--- config.mk ---
export PLATFORM = sky130hd
export DESIGN_NAME = led_mode_ctrl
export DESIGN_NICKNAME = d
export VERILOG_FILES = /design/src/rtl/led_mode_ctrl.sv
export SDC_FILE = /design/constraint.sdc
export NUM_CORES = 1
export LEC_CHECK = 0
export BUFFER_PORTS_ARGS = -buffer_cell sky130_fd_sc_hd__buf_2
export CAP_MARGIN = 20
export CORE_UTILIZATION = 34
export CTS_CLUSTER_SIZE = 40
export DETAILED_ROUTE_END_ITERATION = 8
export HOLD_SLACK_MARGIN = 0.02
export SLEW_MARGIN = 40
export SYNTH_ARGS = -nofsm -noshare
export SYNTH_HDL_FRONTEND = slang
export SYNTH_SLANG_ARGS = --single-unit
--- constraint.sdc ---
create_clock -name clk -period 1.96 [get_ports clk]
set_clock_uncertainty 0.05 [all_clocks]
set_input_delay 0.392 -clock clk [delete_from_list [all_inputs] [get_ports clk]]
set_output_delay 0.392 -clock clk [all_outputs]
set_load 0.01 [all_outputs]
--- src/rtl/led_mode_ctrl.sv ---
// Mode controller for the 4-LED demo: synchronises/debounces the mode switches, sequences
// mode changes through an optional LED blanking window (LED_CTRL_BLANK_EN) and emits restartable ticks.
module led_mode_ctrl #(
    parameter int DEBOUNCE_CYCLES = 1_250_000,
`ifdef LED_CTRL_BLANK_EN
    parameter int BLANK_CYCLES    = 12_500_000,
`endif
    parameter int HALF_CYCLES     = 62_500_000
) (
    input  logic       clk,
    input  logic       rst,
    input  logic [1:0] sw,
    output logic [1:0] mode,
    output logic       mode_change,
    output logic       led_enable,
    output logic       busy,
    output logic       tick_half,
    output logic       tick_sec
);

    localparam int DB_W   = $clog2(DEBOUNCE_CYCLES + 1);
    localparam int HALF_W = $clog2(HALF_CYCLES + 1);

`ifdef LED_CTRL_BLANK_EN
    localparam int BL_W = $clog2(BLANK_CYCLES + 1);
    typedef enum logic [1:0] {S_RUN = 2'd0, S_BLANK = 2'd1, S_COMMIT = 2'd2} state_t;
`else
    typedef enum logic {S_RUN = 1'b0, S_COMMIT = 1'b1} state_t;
`endif

    logic [1:0]        r_sync1;
    logic [1:0]        r_sync2;
    logic [1:0]        r_stable;
    logic [DB_W-1:0]   r_db_cnt;
    logic [1:0]        r_mode;
    logic              r_mode_change;
    logic [HALF_W-1:0] r_half_cnt;
    logic              r_sec_phase;
    logic              r_tick_half;
    logic              r_tick_sec;
    state_t            r_state;
    state_t            w_state_next;
    logic              w_commit;

    // Counter tracks how long sync_sw has sat steady at a value other than stable_sw;
    // it restarts on the edge where sync_sw is about to take a new value.
    always_ff @(posedge clk) begin
        if (rst) begin
            r_sync1  <= 2'b00;
            r_sync2  <= 2'b00;
            r_stable <= 2'b00;
            r_db_cnt <= '0;
        end else begin
            r_sync1 <= sw;
            r_sync2 <= r_sync1;
            if (r_sync2 == r_stable) begin
                r_db_cnt <= '0;
            end else if (r_db_cnt == DB_W'(DEBOUNCE_CYCLES - 1)) begin
                r_stable <= r_sync2;
                r_db_cnt <= '0;
            end else if (r_sync1 != r_sync2) begin
                r_db_cnt <= '0;
            end else begin
                r_db_cnt <= r_db_cnt + DB_W'(1);
            end
        end
    end

`ifdef LED_CTRL_BLANK_EN
    logic [BL_W-1:0] r_blank_cnt;
    logic            w_blank_done;

    assign w_blank_done = (r_blank_cnt == BL_W'(BLANK_CYCLES - 1));

    always_ff @(posedge clk) begin
        if (rst || r_state != S_BLANK) begin
            r_blank_cnt <= '0;
        end else begin
            r_blank_cnt <= r_blank_cnt + BL_W'(1);
        end
    end
`endif

    always_ff @(posedge clk) begin
        if (rst) begin
            r_state <= S_RUN;
        end else begin
            r_state <= w_state_next;
        end
    end

    always_comb begin
        w_state_next = r_state;
        led_enable   = 1'b1;
        busy         = 1'b0;
        w_commit     = 1'b0;
        case (r_state)
            S_RUN: begin
                if (r_stable != r_mode) begin
`ifdef LED_CTRL_BLANK_EN
                    w_state_next = S_BLANK;
`else
                    w_state_next = S_COMMIT;
`endif
                end
            end
`ifdef LED_CTRL_BLANK_EN
            S_BLANK: begin
                led_enable = 1'b0;
                busy       = 1'b1;
                // Switch returned to the committed mode: drop the change silently.
                if (r_stable == r_mode) begin
                    w_state_next = S_RUN;
                end else if (w_blank_done) begin
                    w_state_next = S_COMMIT;
                end
            end
`endif
            S_COMMIT: begin
`ifdef LED_CTRL_BLANK_EN
                led_enable = 1'b0;
`endif
                busy         = 1'b1;
                w_commit     = 1'b1;
                w_state_next = S_RUN;
            end
            default: w_state_next = S_RUN;
        endcase
    end

    // Timebase is frozen outside RUN and restarts from zero (with tick_sec phase) on commit.
    always_ff @(posedge clk) begin
        if (rst) begin
            r_mode        <= 2'b00;
            r_mode_change <= 1'b0;
            r_half_cnt    <= '0;
            r_sec_phase   <= 1'b0;
            r_tick_half   <= 1'b0;
            r_tick_sec    <= 1'b0;
        end else begin
            r_mode_change <= w_commit;
            r_tick_half   <= 1'b0;
            r_tick_sec    <= 1'b0;
            if (w_commit) begin
                r_mode      <= r_stable;
                r_half_cnt  <= '0;
                r_sec_phase <= 1'b0;
            end else if (r_state == S_RUN) begin
                if (r_half_cnt == HALF_W'(HALF_CYCLES - 1)) begin
                    r_half_cnt  <= '0;
                    r_tick_half <= 1'b1;
                    r_tick_sec  <= ~r_sec_phase;
                    r_sec_phase <= ~r_sec_phase;
                end else begin
                    r_half_cnt <= r_half_cnt + HALF_W'(1);
                end
            end
        end
    end

    assign mode        = r_mode;
    assign mode_change = r_mode_change;
    assign tick_half   = r_tick_half;
    assign tick_sec    = r_tick_sec;

endmodule

=== Yosys cells after proc, flatten, opt, wreduce, memory -nomap -nowiden ===
Index checks and enable logic that the tools add are counted.
W data, S select, Z words.

* Reductions and logical operators: 6
* Eq/ne operators: 5
* Magnitude comparators: 0
* $add $sub $neg: 2
* Muxes and demuxes: 5
* Multiply operators: 0
* Bitwise operators: 4
* Shift operators: 0
* Div/mod/pow operators: 0

{| class="wikitable"
|+ Operator list
! kind !! count
|-
| $add A26 B1 Y26 const B || 1
|-
| $eq A26 B26 Y1 const B || 1
|-
| $mux W26 || 1
|-
| $add A21 B1 Y21 const B || 1
|-
| $eq A21 B21 Y1 const B || 1
|-
| $reduce_or A4 Y1 || 2
|-
| $ne A2 B2 Y1 || 2
|-
| $not A1 Y1 || 4
|-
| $reduce_and A2 Y1 || 2
|-
| $mux W1 || 3
|-
| $reduce_or A3 Y1 || 1
|-
| $eq A2 B2 Y1 || 1
|-
| $pmux W1 S2 || 1
|-
| $reduce_or A2 Y1 || 1
|}

* Memories: 0
* Memory bits (writable): 0
* ROM bits: 0
* Input bits: 4
* Bits in registers: 60
* Logic and storage cells: 33
* Bits in latches: 0
* Output and inout port bits: 7

=== Depth between registers and ports, before layout ===
Gate-level depths: netlist (run 1).

* Depth in word-level cells: 3
* Depth in mapped cells: 7

=== Worst setup path after synthesis (run 1) ===
OpenSTA, ideal clock, no wires.

* Kind: register -> register
* From: reg r_half_cnt[0]
* To: reg r_half_cnt[22]
* Data arrival time: 1.830 ns
* Clock period less this slack: 2.010 ns
* Slack: -0.050 ns
* Stages on the path, launching flop included: 7
* Setup time: 0.130 ns
* Buffers on the path: 1
* Required time: 1.780 ns
* Path through: dfxtp_1 ha_1 nand2_1 or4_4 buf_2 o41ai_1 a21oi_1

* Longest elaborated chain between the ends: 2
* Elaborated cells on any way between the ends: 3
* Those cells by class: add/sub: 1; eq/ne: 1; mux: 1

{| class="wikitable"
|+ Ends and longest elaborated chain
! element !! line !! RTL
|-
| start, declared || 37 || <nowiki>logic [HALF_W-1:0] r_half_cnt;</nowiki>
|-
| start signal, assigned || 155 || <nowiki>r_half_cnt <= r_half_cnt + HALF_W'(1);</nowiki>
|-
| $add A26 B1 Y26 / $eq A26 B26 Y1 (equally long branches) || 155, 149 ||
|-
| $mux W26 (*) || 149 || <nowiki>if (r_half_cnt == HALF_W'(HALF_CYCLES - 1)) begin</nowiki>
|}

Mark *: on every way between the ends. The rest lies on a longest branch, timed or not.
A chain may end at the register's enable or synchronous reset.

=== Final worst setup path (run 1) ===
* From: reg r_half_cnt[5]
* To: reg r_half_cnt[25]

Same word-level chain as after synthesis.

==> out/metrics.cfg, run 1 <==
[synth]
ys.warnings.count=0
synthArstFlopShare_pct=0
synth.avg_cell_area_um2=8.87
yosysMostFrequentCell=dfxtp_1
yosys.area.top_type=dfxtp_1
synth.area.top_cells=dfxtp_1, xnor2_1, a21oi_1, nor2_1, or3_1
synth.top_cells.by_count=dfxtp_1, nor2_1, a21oi_1
synth_cell_types=42
synth_area_um2=2700
synth_edf_count=0
synth-seq-area-share_pct=44.6
synth_top_area_share_pct=44.6
ys_ff_latch=60
syn-instance-count=304
synth_fp_nets=310
ys.flop_type=dfxtp_1

[layout]
n_fill_cell=776
diodes=0
drive_above_1_share_pct=24.5
area_growth_pct=23.8
fin_nets=352

[placed_design]
place_congestion=0.777
dp_hpwl_um=3730
dp_slack_ns=-0.0157
port_buffers=9

[floorplanning]
rows=32
ios=11
die_x_um=91.0
dieArea_um2=8290
die_y_um=91.0
coreArea_um2=7690
start_util_pct=35.1

[setup_path]
critPathKind=reg2reg
cp.arrival_ns=2.12
critPathMostFrequentCell=or4_4
worstPathMaxFanout=8
end_kind=flip-flop
crit_family=simple AND/OR/NAND/NOR gates
critPathRequiredTime_ns=2.19
cp_slowest_cell=or4_4
path_buf_inv=0
cpPeakStageDelay_ns=0.61
ff2ff_setup_slack_ns=0.07
reg2reg_depth=4
timing.rr.end=r_half_cnt[25]$_SDFFE_PP0N_
cp-start-kind=flip-flop
rr_startpoint=r_half_cnt[5]$_SDFFE_PP0N_
path_cells=nand3_1 -> or4_4 -> or4_4 -> a21oi_1

[min_path]
hold_start=sw[1]
hold_depth=2
hold_end=r_sync1[1]$_SDFF_PP0_
min_path_type=in2reg

[route]
antenna_left=0
totalWireLength_um=5370
vias=2261
drcViolationCount=0
drt-initial-drc-count=110
dr.pass1.iters=4
wire_per_inst_um=11.9
viasPerCell=4.99

[clock_network]
cts_sinks=60
cts_tree=built
cts_buffer_depth=2
htreeDepth=3
clk_pin_slew_worst_paths_ns=0.08
clockRootBuffer=clkbuf_8
numCtsBuffers=9
clk_latency_ns=0.34
hold_buffers=0

[sta]
finalSetupViolCount=0
maxSlewViolCount=0
finalWorstSetupSlack_ns=0.0711
slew_headroom_pct=62.2
max_freq_mhz=529
post-route-min-period_ns=1.89
fin_crit_sh_pct=96.4
timing_hold_violations_final=0
hold_slack_ns=0.217
max_slew.worst_pin.slew_ns=0.552
rsz0062_at_grt=false

[outcome]
status=completed

[flow_run]
cap_viol_max_count=0

[global_route]
grt_pass1_vias=2164
grt_util_all_layers_pct=14.2
grt-ovfl-total=0
grt_max_degree=16
antenna_found_initial=0
grt_pass1_wl_um=9450

[power_and_ir_drop]
power_density_nw_per_um2=727
irDropWorstVdd_mv=0.422
p_leak_nw=1.12

[per-layer routing]
layer	GRT usage (%)	wire, µm	vias up
li1	-	-	1177
met4	6.35	122	0
met3	4.94	126	14
met2	23.3	2550	20
met5	0	0	-
met1	16.6	2580	1050
[metrics by stage]
step                      power, mW  utilization [%]  cell area (µm²)  setup TNS, ns  cells
after global placement         1.34             39.6             3040              0    432
after detailed placement       1.34             39.6             3040        -0.0157    432
after CTS                      2.47             42.2             3250              0    448
after global routing           2.52             43.4             3340              0    453
after floorplan                1.31                -             2710              0    304
final                          2.43             43.4             3340              0    453
[cell type report]
| class | instances | area [µm²] | area share [%] |
|---|---|---|---|
| Multi-Input combinational cell | 222 | 1460 | 43.6 |
| Sequential cell | 60 | 1210 | 36.3 |
| Inverter | 12 | 45.0 | 1.35 |
| Tap cell | 102 | 128 | 3.82 |
| Clock inverter | 7 | 75.1 | 2.25 |
| Clock buffer | 9 | 124 | 3.71 |
| Timing Repair Buffer | 41 | 298 | 8.92 |
[worst reg2reg max path, stage by stage (launching register included)]
cell and delay, ns:
dfxtp_1 0.34, nand3_1 0.15, or4_4 0.61, or4_4 0.53
a21oi_1 0.14
[logic make-up (layout without fill, tap and decap cells)]
group / after synthesis / count (layout) / synth area share, %
AOI/OAI and AO/OA: 52 / 52 / 11.1
xor gates and xnor gates: 28 / 28 / 9.10
adders and majority gates: 2 / 2 / 0.928
buffers and inverters: 23 / 69 / 3.81
DFF: 60 / 60 / 44.6
muxes: 2 / 2 / 0.743
other: 1 / 1 / 0.139
and+or+nand+nor: 136 / 137 / 29.6
[sequential cells by signal, summed over array words and instances, names as in the netlist, 2 cells and up]
register and count:
mode 2, r_db_cnt 21, r_half_cnt 26, r_stable 2, r_sync1 2, r_sync2 2
[how the worst max path moves through the flow]
stage | startpoint | to | slack, ns | cells past startpoint
final | r_half_cnt[5]$_SDFFE_PP0N_ | r_half_cnt[25]$_SDFFE_PP0N_ | 0.07 | 4
after global routing | r_half_cnt[9]$_SDFFE_PP0N_ | r_half_cnt[18]$_SDFFE_PP0N_ | 0.005 | 5
after CTS | r_half_cnt[8]$_SDFFE_PP0N_ | r_half_cnt[16]$_SDFFE_PP0N_ | 0.03 | 5
after detailed placement | r_db_cnt[1]$_SDFF_PP0_ | r_db_cnt[18]$_SDFF_PP0_ | -0.02 | 5
after global placement | r_db_cnt[1]$_SDFF_PP0_ | r_db_cnt[18]$_SDFF_PP0_ | 0.02 | 5
after floorplan | r_half_cnt[0]$_SDFFE_PP0N_ | r_half_cnt[22]$_SDFFE_PP0N_ | 0.02 | 6
[cells in the final DEF (no fill, tap or decap), drive strengths merged, types with 3 or more instances in the layout]
master / instances
dfxtp: 60
clkinv: 5
or4b: 4
or3: 15
xor2: 8
a21oi: 24
nand3: 17
or4: 10
nand4: 12
o31ai: 5
inv: 13
xnor2: 20
clkbuf: 9
nor2b: 5
nor2: 31
nor4: 8
nand2: 14
nor3: 8
buf: 41
o21ai: 16
and2: 3
[power by group]
| group | internal, mW | leakage, nW | total, mW | switching [mW] |
|---|---|---|---|---|
| Sequential | 1.23 | 0.488 | 1.24 | 0.00807 |
| Combinational | 0.0347 | 0.527 | 0.0728 | 0.0381 |
| Clock | 0.593 | 0.104 | 1.11 | 0.522 |
| Total | 1.86 | 1.12 | 2.43 | 0.568 |
[what timing repair did]
item / CTS / global route
resized for setup: 1 / 12
setup buffers: 0 / 4
endpoints found under the setup margin: 2 / 26
gates cloned: 0 / 1
pin swaps: 1 / 3
Note: power is estimated with default switching activity, not from simulation.
==> run 2: changes to the inputs <==
--- a/config.mk
+++ b/config.mk
@@ -5,6 +5,7 @@
 export SDC_FILE = /design/constraint.sdc
 export NUM_CORES = 1
 export LEC_CHECK = 0
+export ABC_AREA = 1
 export BUFFER_PORTS_ARGS = -buffer_cell sky130_fd_sc_hd__buf_2
 export CAP_MARGIN = 20
 export CORE_UTILIZATION = 34
==> run 2 against run 1 <==
Effect of this change:
- the flow now finishes with violations (DRC)
- register-to-register slack improved by 0.13 ns
- critical path depth rose by 4
- core utilization fell by 4.2 points
- worst setup slack improved by 0.13 ns
- highest routed layer unchanged
==> out/metrics.cfg, run 2 <==
[placed_design]
place_congestion=0.868  ; was 0.777
port_buffers=9  ; unchanged
dp_hpwl_um=5090  ; was 3730 µm
dp_slack_ns=0.173  ; was -0.0157 ns

[synth]
synth.avg_cell_area_um2=6.55  ; was 8.87 µm²
ys.warnings.count=0  ; unchanged
ys_ff_latch=60  ; unchanged
synth_top_area_share_pct=38.3  ; was 44.6%
yosys.area.top_type=dfxtp_1  ; unchanged
synth-seq-area-share_pct=38.3  ; was 44.6%
synth_cell_types=25  ; was 42
synth_edf_count=0  ; unchanged
synth.area.top_cells=dfxtp_1, nand2_1, nor2_1, inv_1, nand3_1  ; was dfxtp_1, xnor2_1, a21oi_1, nor2_1, or3_1
synth_fp_nets=485  ; was 310
ys.flop_type=dfxtp_1  ; unchanged
syn-instance-count=479  ; was 304
synthArstFlopShare_pct=0  ; unchanged
synth_area_um2=3140  ; was 2700 µm²
yosysMostFrequentCell=nand2_1  ; was dfxtp_1
synth.top_cells.by_count=nand2_1, nor2_1, dfxtp_1  ; was dfxtp_1, nor2_1, a21oi_1

[clock_network]
htreeDepth=3  ; unchanged
clockRootBuffer=clkbuf_8  ; unchanged
cts_sinks=60  ; unchanged
numCtsBuffers=9  ; unchanged
post_cts_buffers=0  ; unchanged
hold_buffers=0  ; unchanged
cts_repair_resize_count=0  ; was 1
cts_buffer_depth=2  ; unchanged
clk_pin_slew_worst_paths_ns=0.07  ; was 0.08 ns
clk_latency_ns=0.34  ; about the same
cts_tree=built  ; unchanged

[setup_path]
rr_startpoint=r_db_cnt[1]$_SDFF_PP0_  ; was r_half_cnt[5]$_SDFFE_PP0N_
critPathLaunch=r_db_cnt[1]$_SDFF_PP0_  ; was r_half_cnt[5]$_SDFFE_PP0N_
cp_slowest_cell=nand2_2  ; was or4_4
critPathRequiredTime_ns=2.12  ; was 2.19 ns
cp-start-kind=flip-flop  ; unchanged
worstPathMaxFanout=21  ; was 8
end_kind=flip-flop  ; unchanged
cp.arrival_ns=1.92  ; was 2.12 ns
path_cells=ha_1 -> nand2_2 -> nor2_4 -> inv_4 -> nor2_4 -> nand3_2 -> nand2_2 -> nor2_1  ; was nand3_1 -> or4_4 -> or4_4 -> a21oi_1
critPathKind=reg2reg  ; unchanged
cpPeakStageDelay_ns=0.36  ; was 0.61 ns

[floorplanning]
dieArea_um2=9610  ; was 8290 µm²
die_y_um=98.1  ; was 91.0 µm
die_x_um=98.1  ; was 91.0 µm
rows=34  ; was 32
ios=11  ; unchanged
coreArea_um2=8810  ; was 7690 µm²
start_util_pct=35.6  ; was 35.1%

[global_route]
grt_pass1_vias=2715  ; was 2164
grt_util_all_layers_pct=15.4  ; was 14.2%
grt_max_degree=22  ; was 16
grt-ovfl-total=0  ; unchanged
grt_pass1_wl_um=11900  ; was 9450 µm
antenna_found_initial=0  ; unchanged

[power_and_ir_drop]
irDropWorstVdd_mv=0.355  ; was 0.422 mV
power_density_nw_per_um2=660  ; was 727 nW/µm²
p_leak_nw=1.26  ; was 1.12 nW

[layout]
area_growth_pct=9.93  ; was 23.8%
largest_reg_flops=26  ; unchanged
final_cell_mix=nand2_1, nor2_1, dfxtp_1, inv_1, nand3_1  ; was dfxtp_1, nor2_1, buf_4, a21oi_1, xnor2_1
reg.largest.list=r_half_cnt x26, r_db_cnt x21  ; unchanged
fin_nets=500  ; was 352
final_common_cell=nand2_1  ; was dfxtp_1
top_register=r_half_cnt  ; unchanged
diodes=0  ; unchanged
drive_above_1_share_pct=10.6  ; was 24.5%

[min_path]
min_path_type=in2reg  ; unchanged
hold_start=sw[0]  ; was sw[1]

[route]
vias=2821  ; was 2261
totalWireLength_um=6710  ; was 5370 µm
dr.pass1.iters=6  ; was 4
antenna_left=0  ; unchanged
drcViolationCount=1  ; was 0
wire_per_inst_um=11.0  ; was 11.9 µm
drt-initial-drc-count=146  ; was 110
viasPerCell=4.65  ; was 4.99

[sta]
maxSlewViolCount=0  ; unchanged
finalSetupViolCount=0  ; unchanged
finalWorstSetupSlack_ns=0.203  ; was 0.0711 ns
setup_tns_ns=0  ; unchanged
max_freq_mhz=569  ; was 529 MHz
rsz0062_at_grt=false  ; unchanged
timing_hold_violations_final=0  ; unchanged
fin_crit_sh_pct=89.6  ; was 96.4%
post-route-min-period_ns=1.76  ; was 1.89 ns

[outcome]
violations=DRC
status=complete, but fails checks  ; was completed

[flow_run]
cap_viol_max_count=0  ; unchanged

[run 2: cell type report]
class / count / area (µm²)
well taps: 108 / 135
flip-flops and latches: 60 / 1200
repair buffers: 10 / 52.6
clock buffers: 10 / 138
clock inverters: 6 / 40.0
multi-input cells: 351 / 1650
inverters: 62 / 235
fillers: 942 / 5360
[run 2: final timing paths]
path	to	cells after the start	slack (ns)
min	r_sync1[0]$_SDFF_PP0_	3	0.20
max reg2reg	r_db_cnt[18]$_SDFF_PP0_	8	0.20
max	r_db_cnt[18]$_SDFF_PP0_	8	0.20
min reg2reg	r_sync2[1]$_SDFF_PP0_	2	0.38
[run 2: cell families after synthesis]
family	after synthesis	synth area share (%)
other	1	0.120
flip-flops	60	38.3
buffers and inverters	68	9.21
XOR/XNOR	19	5.31
AND/OR/NAND/NOR	307	42.4
AO/OA/AOI/OAI	22	3.87
adder cells (fa/ha/maj)	2	0.798
[run 2: critical path, delay by kind of cell, from the launching register on]
family | cells | cell delay (ns)
buf+inv | 1 | 0.07
flops | 1 | 0.35
fa+ha+maj | 1 | 0.20
simple gates | 6 | 0.94
[run 2: routing by layer]
metal	up-vias	routed length, µm	global-route usage (%)
met2	52	3070	25.9
met3	10	337	3.22
li1	1509	-	-
met4	0	91	5.36
met5	-	0	0
met1	1250	3210	19.4
[run 2: per-stage QoR]
stage          total power, mW  hold WS, ns  util, %  area [µm²]  std cells
2_1_floorplan             1.31        0.363        -        3140        479
3_3_place_gp              1.31        0.376     37.1        3270        591
3_5_place_dp              1.32        0.376     37.1        3270        591
4_1_cts                   2.32        0.187     39.2        3450        607
5_1_grt                   2.38        0.193     39.2        3450        607
6_report                  2.28        0.201     39.2        3450        607
[run 2: power breakdown]
| group | switching, mW | leakage [nW] | total (mW) | internal, mW |
|---|---|---|---|---|
| Sequential | 0.00714 | 0.485 | 1.24 | 1.23 |
| Clock | 0.501 | 0.0920 | 0.991 | 0.490 |
| Combinational | 0.0349 | 0.688 | 0.0503 | 0.0155 |
| Total | 0.543 | 1.26 | 2.28 | 1.73 |
